$ cat src/rtl/uart_rx.sv
// 8N1 serial receiver, oversampled on clk; pairs with uart_tx for loopback.
// Define UART_RX_PARITY_EN to expect one even-parity bit before the stop bit.
module uart_rx #(
   parameter int DATA_BITS    = 8,
   parameter int CLKS_PER_BIT = 32
) (
   input  logic                 clk,
   input  logic                 rst,
   input  logic                 rx,
   output logic [DATA_BITS-1:0] data,
   output logic                 valid,
   output logic                 frame_error,
   output logic                 parity_error,
   output logic                 busy
);

   localparam int CW = $clog2(CLKS_PER_BIT);
   localparam int IW = (DATA_BITS > 1) ? $clog2(DATA_BITS) : 1;

   localparam logic [CW-1:0] BIT_LAST  = CW'(CLKS_PER_BIT - 1);
   localparam logic [CW-1:0] HALF_LAST = CW'(CLKS_PER_BIT / 2 - 1);
   localparam logic [IW-1:0] IDX_LAST  = IW'(DATA_BITS - 1);

   localparam logic [2:0] S_IDLE   = 3'd0;
   localparam logic [2:0] S_START  = 3'd1;
   localparam logic [2:0] S_DATA   = 3'd2;
`ifdef UART_RX_PARITY_EN
   localparam logic [2:0] S_PARITY = 3'd3;
`endif
   localparam logic [2:0] S_STOP   = 3'd4;
   localparam logic [2:0] S_BREAK  = 3'd5;

   logic [2:0]           state;
   logic [CW-1:0]        cnt;
   logic [IW-1:0]        idx;
   logic [DATA_BITS-1:0] shreg;
   logic                 rx_meta;
   logic                 rx_s;
   logic                 par_bad;

   // Two-flop synchronizer; resets to the idle level so reset never looks like a start bit.
   always_ff @(posedge clk or posedge rst) begin
      if (rst) begin
         rx_meta <= 1'b1;
         rx_s    <= 1'b1;
      end else begin
         rx_meta <= rx;
         rx_s    <= rx_meta;
      end
   end

`ifdef UART_RX_PARITY_EN
   always_ff @(posedge clk or posedge rst) begin
      if (rst) begin
         par_bad <= 1'b0;
      end else if (state == S_PARITY && cnt == BIT_LAST) begin
         par_bad <= (^shreg) ^ rx_s;
      end
   end
`else
   assign par_bad = 1'b0;
`endif

   // Strobes default low every cycle so each fires for exactly one cycle per frame.
   always_ff @(posedge clk or posedge rst) begin
      if (rst) begin
         state        <= S_IDLE;
         cnt          <= '0;
         idx          <= '0;
         shreg        <= '0;
         data         <= '0;
         valid        <= 1'b0;
         frame_error  <= 1'b0;
         parity_error <= 1'b0;
      end else begin
         valid        <= 1'b0;
         frame_error  <= 1'b0;
         parity_error <= 1'b0;
         case (state)
            S_IDLE: begin
               cnt <= '0;
               if (!rx_s) state <= S_START;
            end
            S_START: begin
               if (cnt == HALF_LAST) begin
                  cnt   <= '0;
                  idx   <= '0;
                  state <= rx_s ? S_IDLE : S_DATA;
               end else begin
                  cnt <= cnt + 1'b1;
               end
            end
            S_DATA: begin
               if (cnt == BIT_LAST) begin
                  cnt   <= '0;
                  shreg <= {rx_s, shreg[DATA_BITS-1:1]};
                  if (idx == IDX_LAST) begin
`ifdef UART_RX_PARITY_EN
                     state <= S_PARITY;
`else
                     state <= S_STOP;
`endif
                  end else begin
                     idx <= idx + 1'b1;
                  end
               end else begin
                  cnt <= cnt + 1'b1;
               end
            end
`ifdef UART_RX_PARITY_EN
            S_PARITY: begin
               if (cnt == BIT_LAST) begin
                  cnt   <= '0;
                  state <= S_STOP;
               end else begin
                  cnt <= cnt + 1'b1;
               end
            end
`endif
            S_STOP: begin
               // Leave at mid-stop-bit so a back-to-back start edge is not missed.
               if (cnt == BIT_LAST) begin
                  cnt <= '0;
                  if (!rx_s) begin
                     frame_error <= 1'b1;
                     state       <= S_BREAK;
                  end else if (par_bad) begin
                     parity_error <= 1'b1;
                     state        <= S_IDLE;
                  end else begin
                     data  <= shreg;
                     valid <= 1'b1;
                     state <= S_IDLE;
                  end
               end else begin
                  cnt <= cnt + 1'b1;
               end
            end
            S_BREAK: begin
               if (rx_s) state <= S_IDLE;
            end
            default: state <= S_IDLE;
         endcase
      end
   end

   assign busy = (state != S_IDLE);

endmodule

$ cat config.mk
export PLATFORM = sky130hd
export DESIGN_NAME = uart_rx
export DESIGN_NICKNAME = d
export VERILOG_FILES = /design/src/rtl/uart_rx.sv
export SDC_FILE = /design/constraint.sdc
export NUM_CORES = 1
export LEC_CHECK = 0
export CORE_UTILIZATION = 55
export CTS_BUF_LIST = sky130_fd_sc_hd__clkbuf_8
export DETAILED_ROUTE_END_ITERATION = 8
export PLACE_DENSITY = 0.77
export REMOVE_ABC_BUFFERS = 1
export SETUP_SLACK_MARGIN = 0.5
export SYNTH_ARGS = -nofsm -noshare
export SYNTH_HDL_FRONTEND = slang
export SYNTH_SLANG_ARGS = --single-unit
$ cat constraint.sdc
create_clock -name clk -period 2.6 [get_ports clk]
set_clock_uncertainty 0.1 [all_clocks]
set_input_delay 0.39 -clock clk [delete_from_list [all_inputs] [get_ports clk]]
set_output_delay 0.39 -clock clk [all_outputs]
set_load 0.1 [all_outputs]
[Word level (Yosys, flattened, before mapping)]
Cells that the tools add are included.
Storage, ports and cells
  logic and storage cells: 56
  register bits: 31
  bits in latches: 0
  memory bits (read-only): 0
  output and inout bits: 12
  memories: 0
  RAM bits: 0
  input port bits: 3
Operators by class
  bitwise logic cells: 0
  mux-type cells: 22
  $mul: 0
  add/sub/neg operators: 2
  div/mod/pow operators: 0
  reductions and logical operators: 9
  equality and inequality tests: 14
  magnitude comparators: 0
  shift-type cells: 0
Operator list (count)
  3-bit 2-to-1 mux: 10
  3-bit case mux with 5 select lines: 1
  5-bit case mux with 3 select lines: 1
  2-bit != test, second input constant: 7
  5-bit 2-to-1 mux: 2
  3-bit equality test, second input constant: 3
  1-bit 2-to-1 mux: 6
  3-bit case mux with 2 select lines: 1
  6-bit AND reduction: 1
  3-bit nonzero test: 2
  5-bit by 1-bit adder with 5-bit output, second input constant: 1
  5-bit by 4-bit equality test with 1-bit output, second input constant: 1
  5-bit equality test, second input constant: 1
  4-bit AND reduction: 1
  3-bit by 1-bit adder with 3-bit output, second input constant: 1
  3-bit by 1-bit equality test with 1-bit output, second input constant: 1
  3-bit by 2-bit equality test with 1-bit output, second input constant: 1
  3-bit logical NOT: 1
  3-bit AND reduction: 1
  2-bit 2-to-1 mux: 1
  2-bit AND reduction: 1
  2-bit nonzero test: 1
  2-bit OR reduction: 1

[Longest topological paths before layout]
Gate-level depths: netlist (run 1).
  word-level depth: 4
  depth in mapped cells: 6
  depth with buffers taken out: 6

[Worst setup path after synthesis (run 1)]
Ideal clock, no wire load.
  kind: flip-flop to output port
  from: register state[0]
  to: output busy
  path slack: 0.624 ns
  arrival time: 1.486 ns
  buffers on the path: 2
  stages on the path, launching flop included: 4
  required time: 2.110 ns
  cell sequence: dfrtp_1 > buf_2 > clkbuf_1 > or3_1
On the way
  cells in the longest elaborated chain, start to end: 1
Ends and longest elaborated chain
  start, declared: RTL line 33  | logic [2:0] state;
  start signal, assigned: RTL line 88  | state <= rx_s ? S_IDLE : S_DATA;
  3-bit nonzero test: RTL line 147  | assign busy = (state != S_IDLE);
  end, declared: RTL line 14  | output logic busy
Every way passes these cells.

[Worst setup path in the final report (run 1)]
  from: register state[2]
  to: output busy
The elaborated chain is that of the path after synthesis.

==> flow_summary.ini, run 1 <==
[run_status]
outcome = completed

[timing]
max_freq_mhz = 507
min_period_over_period_pct = 75.9
setup_viol = 0
tns_ps = 0
period_minus_slack_ps = 1970
rsz0062_at_grt = false
hold_viol = 0
relSlewSlack_pct = 65.7
tightestPinTransition_ps = 515
hold-worst-slack_ps = 261
drv_slew = 0

[cts]
cts.sinks = 31
htree_levels = 2
root_buffer = clkbuf_8
cts_tree = done
max-clock-path-buffers = 2
numCtsBuffers = 5
cts_hold_buffers = 0
clkTransAtPathRegs_ps = 60
insertion_delay_ps = 280

[worst_setup_path]
arrival_ps = 1480
timing.rr.start = cnt[0]
path_max_fanout = 17
worstSetupPathType = flip-flop to output port
cp-end-kind = output port
crit_path_start_kind = flip-flop
cp_data_required_time_ps = 2110
max_stage_delay_ps = 570
cpMaxStageDelayCell = dfrtp_1
critical_path.top_delay_family = flip-flops
crit_start = state[2]
cp_cell_sequence = or3_1 -> buf_4
cp_num_buf_inv = 1

[synth]
syn_area_per_cell_um2 = 12.0
synth_area_mm2 = 0.00150
yosys_warnings = 0
synthArstFlopShare_pct = 100
yosys_register_bits = 31
netlist.area_leader.share_pct = 48.3
synth_common_cells = 29 x dfrtp_1, 19 x mux2_2, 6 x nand2b_1
synth.distinct_cells = 38
synth_mux_area_share_pct = 14.2
yosys.area_share.simple_pct = 13.8
synth_top_family_by_area = multiplexers
synthAdderAreaFrac_pct = 5.33
netlist_instances = 125
ys.flop_type = dfrtp_1
synth_compound_gate_area_share_pct = 9.83
netlist_top_cells_area = dfrtp_1 48%, mux2_2 14%, dfstp_2 3.5%, ha_1 3.3%, nand2b_1 2.5%
yosysMostFrequentCell = dfrtp_1
synth-edff-count = 0
ys_seq_area_share_pct = 51.8
yosysTopAreaCell = dfrtp_1
synth_xor_area_share_pct = 0.583

[global_routing]
grt_overflow = 0
track_usage_pct = 22.5
grt_pass1_vias = 937
grt_pass1_wl_mm = 4.36
grt_max_degree = 32
antenna_found_initial = 0

[layout]
diodes = 0
num-nets-final = 148
num-fill-cells = 181
layout-drive-gt1-share_pct = 35.2
synthToLayoutAreaGrowth_pct = 16.0

[flow_run]
maxCapViolCount = 0

[floorplanning]
die_w_um = 54.3
core_mm2 = 0.00252
die_y_um = 54.3
fp-row-count = 18
initial_core_util_pct = 59.6
die_area_mm2 = 0.00295
num_io_pins = 15

[pwr]
p_per_area_mw_per_mm2 = 801
power.switching_mw = 0.433
p_leak_nw = 0.820
seqPwrFrac_pct = 47.8
ir_drop_uv = 512
p_comb_share_pct = 21.9
switching_share_pct = 31.0
p_clk_share_pct = 30.2
p_int_mw = 0.964

[route]
first_pass_iters = 4
wl_per_cell_um = 15.8
drt_iter0_markers = 23
ant_nets = 0
drt_wl_total_mm = 2.72
vias_per_cell = 5.92
num_vias = 1018
drc = 0

[hold_path]
min_from = rx_meta
hp-class = flip-flop to flip-flop

[placed_design]
portBuffers = 13
routabilityCongestion = 0.904
dp_hpwl_mm = 1.81
==> metrics by stage <==
step	std cells	util, %	cell area, µm²	worst slack, ps	power, mW
3_5_place_dp	162	64.3	1620	451	0.974
3_3_place_gp	162	64.3	1620	551	0.949
5_1_grt	172	69.1	1740	550	1.48
4_1_cts	172	69.0	1740	589	1.40
6_report	172	69.1	1740	626	1.40
2_1_floorplan	116	-	1460	720	0.897
==> cell families (layout without fill, tap and decap cells) <==
logic type | after synthesis | in the layout
adders and majority gates | 7 | 7
muxes | 19 | 19
DFF | 31 | 31
xor gates and xnor gates | 1 | 1
AOI/OAI and AO/OA | 22 | 22
and+or+nand+nor | 30 | 30
other | 1 | 1
buffers and inverters | 14 | 31
==> final cells by class <==
class                      instances  area, µm²  share of cell area (%)
sequential                        31        778                    44.7
multi-input combinational         80        664                    38.1
timing repair buffer              18        140                    8.04
clock buffer                       7       96.3                    5.53
tap                               30       37.5                    2.15
inverter                           5       18.8                    1.08
clock inverter                     1       7.51                   0.431
==> power groups by stage <==
stage / Combinational (mW) / Clock (mW) / Sequential, mW
final: 0.306 / 0.422 / 0.668
after global routing: 0.349 / 0.454 / 0.680
after CTS: 0.302 / 0.435 / 0.664
after detailed placement: 0.302 / 0 / 0.672
after global placement: 0.285 / 0 / 0.664
after floorplan: 0.252 / 0 / 0.645
==> cell usage in the layout, fill, tap and decap left out, types with 3 or more instances in the layout <==
master / instances
dfrtp_1: 29
inv_1: 5
clkbuf_8: 7
nand2b_1: 6
o21ai_0: 4
buf_4: 16
ha_1: 3
nor2_1: 5
nand2_1: 4
maj3_1: 3
mux2_2: 19
o22ai_1: 4
nor3b_1: 3
a21oi_1: 3
==> metal layers <==
metal	vias up	track usage [%]	wire length [µm]
met5	-	0	0
li1	480	-	-
met1	494	28.6	1230
met4	0	12.4	55
met2	35	32.5	1250
met3	9	8.89	184
==> worst reg2reg max path, stage by stage (launching register included) <==
cell and delay, ps:
dfrtp_1 430, ha_2 310, nand4_4 150, nor4_4 300
buf_4 210, mux2_2 350
==> worst paths after layout <==
kind	to	slack [ps]	cells past startpoint
setup / recovery	busy	630	2
hold / removal	rx_s	260	0
min in group asynchronous	data[1]	380	3
setup reg to reg	data[1]	630	5
max in group asynchronous	rx_s	1690	3
hold reg to reg	rx_s	260	0
==> timing repair <==
item | in CTS | in global routing
setup endpoints to repair | 8 | 7
gates resized for setup | 0 | 1
pin swaps | 1 | 0
buffers inserted | 2 | 0
==> registers in the layout, indices dropped and copies added, names as in the netlist <==
register	cells
rx_s	1
cnt	5
valid	1
rx_meta	1
data	8
state	3
frame_error	1
idx	3
shreg	8
(Power assumes the default switching activity.)
==> run 2, diff against run 1 <==
==> constraint.sdc (replaced) <==
create_clock -name clk -period 2 [get_ports clk]
set_clock_uncertainty 0.1 [all_clocks]
set_input_delay 0.3 -clock clk [delete_from_list [all_inputs] [get_ports clk]]
set_output_delay 0.3 -clock clk [all_outputs]
set_load 0.1 [all_outputs]
==> run 2 against run 1 <==
Core utilization is 9.6 points higher. First-iteration DRC count is 61% higher. Critical endpoint is now data[1]. Worst setup slack worse by 370 ps. Register-to-register slack worse by 370 ps. Power is 48% higher. Non-clock buffer count is 14 higher. Clock power is 52% higher. Largest power group unchanged. Flip-flop and latch count stayed put. Highest routed layer unchanged. Routed wire length is 20% higher. Via count is 11% higher. Sequential share of layout area is 5.2 points lower.
==> flow_summary.ini, run 2 (synthesis gave the netlist of run 1 again) <==
[cts]
max-clock-path-buffers = 2
cts.sinks = 31
insertion_delay_ps = 290
cts_hold_buffers = 0
htree_levels = 2
clkTransAtPathRegs_ps = 70
cts_tree = done
numCtsBuffers = 5
root_buffer = clkbuf_8

[worst_setup_path]
crit_path_start_kind = flip-flop
ff2ff_setup_slack_ps = 260
cp-end-kind = flip-flop
r2r_cells = 5
cp_data_required_time_ps = 2070
timing.rr.start = cnt[0]
worstSetupPathType = flip-flop to flip-flop
path_max_fanout = 4
arrival_ps = 1820
reg2reg_to = data[1]

[route]
ant_nets = 0
wl_per_cell_um = 17.6
drt_iter0_markers = 37
num_vias = 1127
vias_per_cell = 6.06
drc = 0
drt_wl_total_mm = 3.27
first_pass_iters = 5

[layout]
layout-drive-gt1-share_pct = 49.4
final_cells = 186
largestRegisters = data: 8 flops, shreg: 8 flops, cnt: 5 flops
final_util_pct = 78.7
final_common_cell = dfrtp_1
synthToLayoutAreaGrowth_pct = 32.1
diodes = 0
final_cell_mix = 25 x dfrtp_1, 24 x buf_4, 11 x mux2_4, 8 x mux2_2, 6 x clkbuf_8
num-nets-final = 162

[pwr]
switching_share_pct = 29.8
ir_drop_uv = 949
power.switching_mw = 0.616
p_int_mw = 1.45
p_comb_share_pct = 27.0
power_mw = 2.06
seqPwrFrac_pct = 42.0
p_per_area_mw_per_mm2 = 1040
p_leak_nw = 0.917
p_clk_share_pct = 31.1

[global_routing]
grt_overflow = 0
antenna_found_initial = 0
grt_pass1_vias = 1066
grt_pass1_wl_mm = 5.35
grt_max_degree = 32
track_usage_pct = 27.2

[placed_design]
dp_hpwl_mm = 1.97
portBuffers = 13
place_inst = 167
routabilityCongestion = 0.857

[timing]
tns_ps = 0
drv_slew = 0
period_minus_slack_ps = 1740
min_period_over_period_pct = 87.2
setup_viol = 0
max_freq_mhz = 573
hold_viol = 0
rsz0062_at_grt = true

[hold_path]
hold_end = rx_s
hp-class = flip-flop to flip-flop
worstHoldPathCells = 0
min_from = rx_meta

[floorplanning]
initial_core_util_pct = 59.6
die_y_um = 54.3
die_w_um = 54.3
num_io_pins = 15
die_area_mm2 = 0.00295
core_mm2 = 0.00252
fp-row-count = 18

[flow_run]
maxCapViolCount = 0

[run_status]
outcome = completed
run 2: cell types whose count changed in the layout (fill, tap and decap cells not counted), sizes merged:
cell / before / now
buf: 16 / 30
bufinv: 0 / 1
clkbuf: 7 / 6
clkinv: 0 / 1
clkinvlp: 1 / 0
run 2: repair_timing:
item / 4_1_cts / 5_1_grt
gates cloned: 1 / 0
pin swaps: 3 / 3
setup endpoints to repair: 28 / 29
buffers inserted: 8 / 2
gates resized for setup: 30 / 4
run 2: worst max-delay path, cell delays in order, from the launching register on:
cell and delay [ps]:
dfrtp_1 390, ha_4 170, nand4_4 130, nor4_4 320
buf_4 220, mux2_4 300
run 2: power groups by stage:
stage	sequential (mW)	combinational (mW)	clock (mW)
floorplan	0.838	0.328	0
global placement	0.865	0.390	0
detailed placement	0.874	0.416	0
CTS	0.867	0.539	0.650
global route	0.887	0.619	0.679
finish	0.865	0.556	0.641
run 2: layer usage:
layer | share of wire, % | up-vias | GRT usage (%)
met5 | 0 | - | 0
met4 | 1.8 | 0 | 12.8
met3 | 5.4 | 12 | 7.78
met2 | 50 | 45 | 42.9
met1 | 43 | 555 | 34.4
li1 | - | 515 | -
run 2: cell type report:
cell class / instances / area [µm²]
Sequential cell: 31 / 783
Timing Repair Buffer: 32 / 277
Inverter: 5 / 18.8
Fill cell: 150 / 537
Multi-Input combinational cell: 80 / 752
Tap cell: 30 / 37.5
Clock inverter: 2 / 35.0
Clock buffer: 6 / 82.6
run 2: worst max path at each step:
stage | from | to | depth (start not counted)
floorplan | cnt[0] | data[0] | 4
global placement | cnt[0] | state[0] | 5
detailed placement | cnt[0] | state[0] | 5
CTS | cnt[1] | data[7] | 5
global route | cnt[1] | data[2] | 5
finish | cnt[0] | data[1] | 5
run 2: per-stage QoR:
step / setup WS, ps / instance area, µm² / hold slack (ps)
floorplan: 120 / 1460 / 204
global placement: 203 / 1670 / 246
detailed placement: 34.8 / 1670 / 247
CTS: 253 / 1960 / 257
global route: 224 / 1990 / 259
finish: 255 / 1990 / 256
==> run 3, diff against run 2 <==
--- a/config.mk
+++ b/config.mk
@@ -8,6 +8,7 @@
 export CORE_UTILIZATION = 55
 export CTS_BUF_LIST = sky130_fd_sc_hd__clkbuf_8
 export DETAILED_ROUTE_END_ITERATION = 8
+export HOLD_SLACK_MARGIN = 0.1
 export PLACE_DENSITY = 0.77
 export REMOVE_ABC_BUFFERS = 1
 export SETUP_SLACK_MARGIN = 0.5
==> results of run 3 <==
The final DEF is identical to that of run 2; final timing and power are the same.
